--- src/rtl/regfile_2r1w_sb_pkg.sv ---
// Shared sizing constants and small helpers for the integer register file
// and its pending-write scoreboard.
package regfile_2r1w_sb_pkg;

  // Data word width of the core.
  localparam int XLEN = 32;

  // Number of architectural integer registers.
  localparam int NREG = 32;

  // Register address width, log2(NREG).
  localparam int AW   = 5;

  // True when the address names the hard-wired zero register x0.
  function automatic logic is_x0(input logic [AW-1:0] addr);
    return (addr == '0);
  endfunction

endpackage

--- src/rtl/regfile_2r1w_sb_rf_scoreboard.sv ---
// Pending-write scoreboard: one bit per architectural register, set when a
// multi-cycle producer is issued and cleared when its writeback lands.
// A flush drops every outstanding bit, but an issue in the same cycle still
// sets its bit because that instruction belongs to the post-flush stream.
module rf_scoreboard
  import regfile_2r1w_sb_pkg::*;
(
  input  logic            clk,
  input  logic            rst,
  input  logic            we_i,
  input  logic [AW-1:0]   rd_addr_i,
  input  logic            issue_valid_i,
  input  logic [AW-1:0]   issue_rd_i,
  input  logic            flush_i,
  output logic [NREG-1:0] pending_o
);

  logic [NREG-1:0] pending_q;
  logic [NREG-1:0] pending_d;

  // Next pending vector: flush first, then writeback clear, then issue set,
  // so a same-address issue overrides the writeback (newer producer wins).
  always_comb begin
    pending_d = pending_q;
    if (flush_i) begin
      pending_d = '0;
    end
    if (we_i && !is_x0(rd_addr_i)) begin
      pending_d[rd_addr_i] = 1'b0;
    end
    if (issue_valid_i && !is_x0(issue_rd_i)) begin
      pending_d[issue_rd_i] = 1'b1;
    end
  end

  // Pending vector state; reset beats every other event in the cycle.
  always_ff @(posedge clk) begin
    if (rst) begin
      pending_q <= '0;
    end else begin
      pending_q <= pending_d;
    end
  end

  assign pending_o = pending_q;

endmodule

--- src/rtl/regfile_2r1w_sb.sv ---
// RV32I integer register file: 32 x 32-bit, two combinational read ports
// for ID with write-first bypass from WB, one synchronous write port, and
// busy flags from the pending-write scoreboard so ID can stall on operands
// still owed by loads or mul/div.
module regfile_2r1w_sb
  import regfile_2r1w_sb_pkg::*;
(
  input  logic            clk,
  input  logic            rst,
  input  logic [AW-1:0]   rs1_addr,
  input  logic [AW-1:0]   rs2_addr,
  output logic [XLEN-1:0] rs1_data,
  output logic [XLEN-1:0] rs2_data,
  output logic            rs1_busy,
  output logic            rs2_busy,
  input  logic            we,
  input  logic [AW-1:0]   rd_addr,
  input  logic [XLEN-1:0] rd_data,
  input  logic            issue_valid,
  input  logic [AW-1:0]   issue_rd,
  input  logic            flush
);

  logic [XLEN-1:0] regs_q [NREG];
  logic [NREG-1:0] pending;
  logic            rs1_hit;
  logic            rs2_hit;

  rf_scoreboard u_scoreboard (
    .clk           (clk),
    .rst           (rst),
    .we_i          (we),
    .rd_addr_i     (rd_addr),
    .issue_valid_i (issue_valid),
    .issue_rd_i    (issue_rd),
    .flush_i       (flush),
    .pending_o     (pending)
  );

  // Register array write port; x0 is never written so it stays zero.
  always_ff @(posedge clk) begin
    if (rst) begin
      for (int i = 0; i < NREG; i++) begin
        regs_q[i] <= '0;
      end
    end else if (we && !is_x0(rd_addr)) begin
      regs_q[rd_addr] <= rd_data;
    end
  end

  assign rs1_hit = we && (rd_addr == rs1_addr);
  assign rs2_hit = we && (rd_addr == rs2_addr);

  // Read port 1: x0 reads zero, otherwise WB data bypasses the array, and a
  // same-cycle writeback releases the stall immediately.
  always_comb begin
    rs1_data = '0;
    rs1_busy = 1'b0;
    if (!is_x0(rs1_addr)) begin
      rs1_data = rs1_hit ? rd_data : regs_q[rs1_addr];
      rs1_busy = pending[rs1_addr] && !rs1_hit;
    end
  end

  // Read port 2: identical policy to port 1.
  always_comb begin
    rs2_data = '0;
    rs2_busy = 1'b0;
    if (!is_x0(rs2_addr)) begin
      rs2_data = rs2_hit ? rd_data : regs_q[rs2_addr];
      rs2_busy = pending[rs2_addr] && !rs2_hit;
    end
  end

endmodule

--- config.mk ---
export PLATFORM = sky130hd
export DESIGN_NAME = regfile_2r1w_sb
export DESIGN_NICKNAME = d
export VERILOG_FILES = /design/src/rtl/regfile_2r1w_sb_pkg.sv /design/src/rtl/regfile_2r1w_sb_rf_scoreboard.sv /design/src/rtl/regfile_2r1w_sb.sv
export SDC_FILE = /design/constraint.sdc
export NUM_CORES = 2
export LEC_CHECK = 0
export CAP_MARGIN = 25
export CORE_ASPECT_RATIO = 0.5
export CORE_MARGIN = 4
export CORE_UTILIZATION = 25
export DETAILED_ROUTE_END_ITERATION = 10
export HOLD_SLACK_MARGIN = 0.1
export MAX_ROUTING_LAYER = met4
export PLACE_DENSITY = 0.45
export SYNTH_ARGS = -nofsm -noshare
export SYNTH_HDL_FRONTEND = slang
export SYNTH_SLANG_ARGS = --single-unit
--- constraint.sdc ---
create_clock -name clk -period 3.55 [get_ports clk]
set_input_delay 0.71 -clock clk [delete_from_list [all_inputs] [get_ports clk]]
set_output_delay 0.71 -clock clk [all_outputs]
set_load 0.05 [all_outputs]
# Word level (Yosys, flattened, before mapping)
# Memories as Yosys holds them, arrays and structs flattened.
# Cells that the tools add are included.
# word_totals
memories	1
in_bits	57
register_bits	32
word_cells	55
romBits	0
mem_bits_rw	1024
output_inout_bits	66
latch_bits	0
# op_classes
magnitude_cmp	6
eq_ne	2
mul	0
bitwise	3
shifts	0
addsub	0
div_mod_pow	0
muxes	25
reduce_logical	17
# memory_table
memory	depth	word_bits	read_ports	rd_clocked_by_memory_dff	wr	line	text
regs_q	32	32	2	0	32	regfile_2r1w_sb.sv:24	logic [XLEN-1:0] regs_q [NREG];
# ops
cell	n
two-way mux 32 bit	8
bitwise AND 32 bit	1
inverter 32 bit	1
OR 32 bit	1
OR reduction 32 bit	1
< comparator 5 x 6 -> 1 bit, second input constant	4
logical NOT 5 bit	4
two-way mux 1 bit	12
binary-select mux 1 bit (select 5 bit)	2
demux 1 bit (select 5 bit)	2
== test 5 bit	2
>= comparator 5 x 1 -> 1 bit, second input constant	2
logical AND 1 bit	8
two-way mux 5 bit	1
logical NOT 1 bit	4

# Depth between registers and ports, before layout
# depth
depth_word	9
depth_mapped	10
mapped_depth_nobuf	5

# Modules after synthesis
# A second synthesis with hierarchy kept.
# hier_totals
hier_cells	3829
area_unflattened_um2	56695.6
# by_module_without_submodules
mod	cells_per_inst	instances	area_each_um2	seq_area_each_um2
regfile_2r1w_sb	3689	1	55329.3	30749.5
rf_scoreboard	140	1	1366.3	640.6

# Worst setup path before layout
# OpenSTA, ideal clock, no wires.
# synth_timing
path_kind	input -> output
startpoint	input port rd_addr[0]
endpoint	output port rs2_data[14]
required_ps	2840
cell_stages	6
n_path_buf	1
arrival_ps	4145
slack_ps	-1305
cell_sequence	buf_2 -> xnor2_1 -> nand4_2 -> o21ai_0 -> nor2_1 -> a2111oi_0
# synth_between
elab_chain_cells	4
# synth_lines
element	line	text
start: declaration	regfile_2r1w_sb.sv:17	input logic [AW-1:0] rd_addr,
== test 5 bit	regfile_2r1w_sb.sv:52	assign rs2_hit = we && (rd_addr == rs2_addr);
logical AND 1 bit	regfile_2r1w_sb.sv:52	
two-way mux 32 bit	regfile_2r1w_sb.sv:70	rs2_data = rs2_hit ? rd_data : regs_q[rs2_addr];
two-way mux 32 bit	regfile_2r1w_sb.sv:69	if (!is_x0(rs2_addr)) begin
end: declaration	regfile_2r1w_sb.sv:13	output logic [XLEN-1:0] rs2_data,
# Every way passes these cells.

# Worst setup path after layout
# layout_timing
startpoint	input port rs2_addr[1]
endpoint	output port rs2_data[20]
# layout_between
elab_chain_cells	4
# layout_lines
element	line	text
start: declaration	regfile_2r1w_sb.sv:11	input logic [AW-1:0] rs2_addr,
branches (longest 3 deep; another with memory (32 x 32 bit))	n/a	
two-way mux 32 bit *	regfile_2r1w_sb.sv:69	
# Every way passes the cells marked *.

==> results by group <==
Power and ir drop
  – Tot Pwr: about 33 mW
  – LEAKAGE: 26.2 nW
  – Peak VDD IR: 0.000408 V
  – Pwr dens: 448 nW/um^2

Logic synthesis
  – Distinct cell type count after synthesis: 65
  – Sequential cell area fraction in the yosys report: between 50 and 60%
  – Mean Syn Cell Area: approximately 14 sq um
  – Cells after Synth: around 4100
  – Syn. warnings: 0
  – Synth top area cells: edfxtp_1 (53%), mux4_2 (17%), and2_1 (9.8%)
  – #FFs+latches synth: 1056
  – Fraction of registers with async set/reset: 0%
  – Post-synth top area share: 53.3%
  – Synthesized area: 57700 sq um
  – Predominant post-synthesis flop cell: edfxtp_1
  – Post-synth EDFFs: 1024
  – Leading area contributor after synthesis: edfxtp_1
  – Top-count cell post-synth: edfxtp_1
  – Synth top cells by count: edfxtp_1 (1024), and2_1 (904), mux4_2 (424)

Cells and area
  – Post-layout util: 32.5%
  – Area grow syn2layout: 29.0%
  – Fill count: 22400
  – Post-route cell area: 74400 sq um
  – Share of cells above drive strength 1: 34.8%
  – Nets@finish: about 4600

Clock tree
  – CTS clock-pin slew for the worst setup and hold paths: 0.06 ns
  – Clock buffer depth: 3
  – Root Buffer: clkbuf_16
  – Hold buffers post-CTS: 0
  – Clk Latency, worst-skew pair: between 0.7 and 0.8 ns
  – Depth of the CTS H-tree: 3
  – CTS Buf Count: about 120
  – CTS Sinks: 1056
  – CTS tree: built

GRT
  – Initial antenna violation count: 33
  – All-Layer GR Usage: 22.0%
  – Total grt overflow: 0
  – Largest net degree at the start of global routing: 73
  – First-pass GRT wire length: 355000 um
  – Vias in the first global route: 41900

Die
  – Core area: 229000 sq um
  – Die area: 239000 sq um
  – Die Span Y: 348 um
  – Initial Util: between 20% and 30%
  – Die width: 687 um
  – Num rows: 124
  – IO Pins: 123

Drt
  – DRC: 0
  – Antenna-violating nets left: 0
  – First-pass DRT Iterations: 8
  – Via-to-Cell Ratio: 5.32
  – Final wirelength: about 260000 um
  – DR WL/cell: 33.8 um
  – Initial drt markers: 5666
  – Vias after detailed routing: 41400

Job
  – Max Cap Viol: 0

Placed design
  – Post-DP Area: 68500 sq um
  – Number of port buffers: 122
  – Dpl ws: -0.854 ns
  – Detailed placement HPWL: 171000 um
  – GPL Wtd Cong: 0.891

Timing
  – Period minus WS final: 3.67 ns
  – Final Hold Fails: 0
  – Measured slew at the worst slew-check pin: 0.908 ns
  – Final setup vio count: 7
  – Worst hold margin: 0.506 ns
  – RSZ-0062 raised after global routing: yes
  – PnR worst setup slack: -0.120 ns
  – Fmax: 0.273 GHz
  – Slew Viols, Final: 0
  – Slew HR: 39.5%
  – Clock skew after layout: 0 ns
  – Final Cycle Share: 103%

Critical path
  – R2R depth: 2
  – Critical Path RT: approximately 2.8 ns
  – Startpoint types: input port
  – Worst-path maximum fanout: 14
  – CP endpoint kind: primary output
  – R2r setup slk: 2.84 ns
  – WS Path Type: in2out
  – WP data arrival: 2.96 ns

Hold path
  – Worst min-delay path category: reg2reg
  – WHS Path Cells: 1

Run status
  – Outcome: finished, violations left
  – Failing checks: setup timing
[per-layer routing]
layer,vias to the layer above,GRT usage (%),part of all wire [%]
met5,-,-,0
met4,0,8.47,4.3
met3,491,3.87,9.1
met2,2266,34.2,46
met1,21900,28.7,41
li1,16700,-,-
[worst max-delay path, cell delays in order]
cell and delay, ns:
buf_16 0.14, buf_6 0.26, buf_4 0.23, nor2_1 0.07, and3_2 0.30, buf_4 0.26, a2111oi_4 0.59, buf_4 0.24
buf_12 0.13
[power breakdown]
group / total [mW] / internal, mW / switching [mW] / leakage, nW
Clock: 12.4 / 6.95 / 5.49 / 1.85
Combinational: 6.15 / 2.73 / 3.42 / 14.3
Sequential: 14.7 / 14.4 / 0.357 / 10.0
[area by class of cell]
cell class | instances | area (sq um) | area share, %
timing repair buffer | 796 | 9820 | 13.2
tap | 3087 | 3860 | 5.19
antenna | 17 | 42.5 | 0.0572
sequential | 1056 | 31400 | 42.2
inverter | 11 | 43.8 | 0.0589
clock buffer | 140 | 3040 | 4.08
multi-input combinational | 2581 | 25500 | 34.2
clock inverter | 81 | 736 | 0.989
[registers in the layout (all words and copies together), names as in the netlist]
register                cells
u_scoreboard.pending_o     32
regs_q                   1024
[stage by stage]
step	cells	TNS, ns
2_1_floorplan	4092	-0.640
3_3_place_gp	7470	-18.36
3_5_place_dp	7471	-17.43
4_1_cts	7737	-0.208
5_1_grt	7760	-0.467
6_report	7769	-0.324
[worst paths after layout]
kind                                                        endpoint                            startpoint
worst max-delay path                                    rs2_data[20]                           rs2_addr[1]
worst min-delay path            u_scoreboard.pending_o[0]$_SDFF_PP0_  u_scoreboard.pending_o[0]$_SDFF_PP0_
worst max register to register  u_scoreboard.pending_o[1]$_SDFF_PP0_  u_scoreboard.pending_o[1]$_SDFF_PP0_
worst min register to register  u_scoreboard.pending_o[0]$_SDFF_PP0_  u_scoreboard.pending_o[0]$_SDFF_PP0_
[cell families (layout without fill, tap and decap cells)]
logic type	after synthesis	after routing	synth area share, %
simple gates	1440	1440	14.3
flops	1056	1056	54.4
mux	690	690	21.5
buf+inv	455	1028	4.03
compound gates	409	409	5.54
xor+xnor	10	10	0.152
other cells	1	49	0.00650
[layout by cell type, fill, tap and decap left out, types with 31 or more instances in the layout]
master              n
a22oi_1            45
and2_1            903
buf_12            229
buf_4             450
buf_6              31
clkbuf_16         125
clkdlybuf4s50_1    39
clkinv_1           32
conb_1             32
dfxtp_1            32
edfxtp_1         1024
mux2_2             46
mux2i_1           209
mux4_2            425
nand2_1           117
nand2b_2           31
nor2_1             75
nor2_4             40
nor3_1            109
o211ai_1           33
o22ai_1            71
[what timing repair did]
action / CTS / global route
buffers inserted: 34 / 14
pin swaps: 41 / 35
endpoints found under the setup margin: 66 / 54
gates cloned: 11 / 7
gates resized for setup: 184 / 71
(Power assumes the default switching activity.)
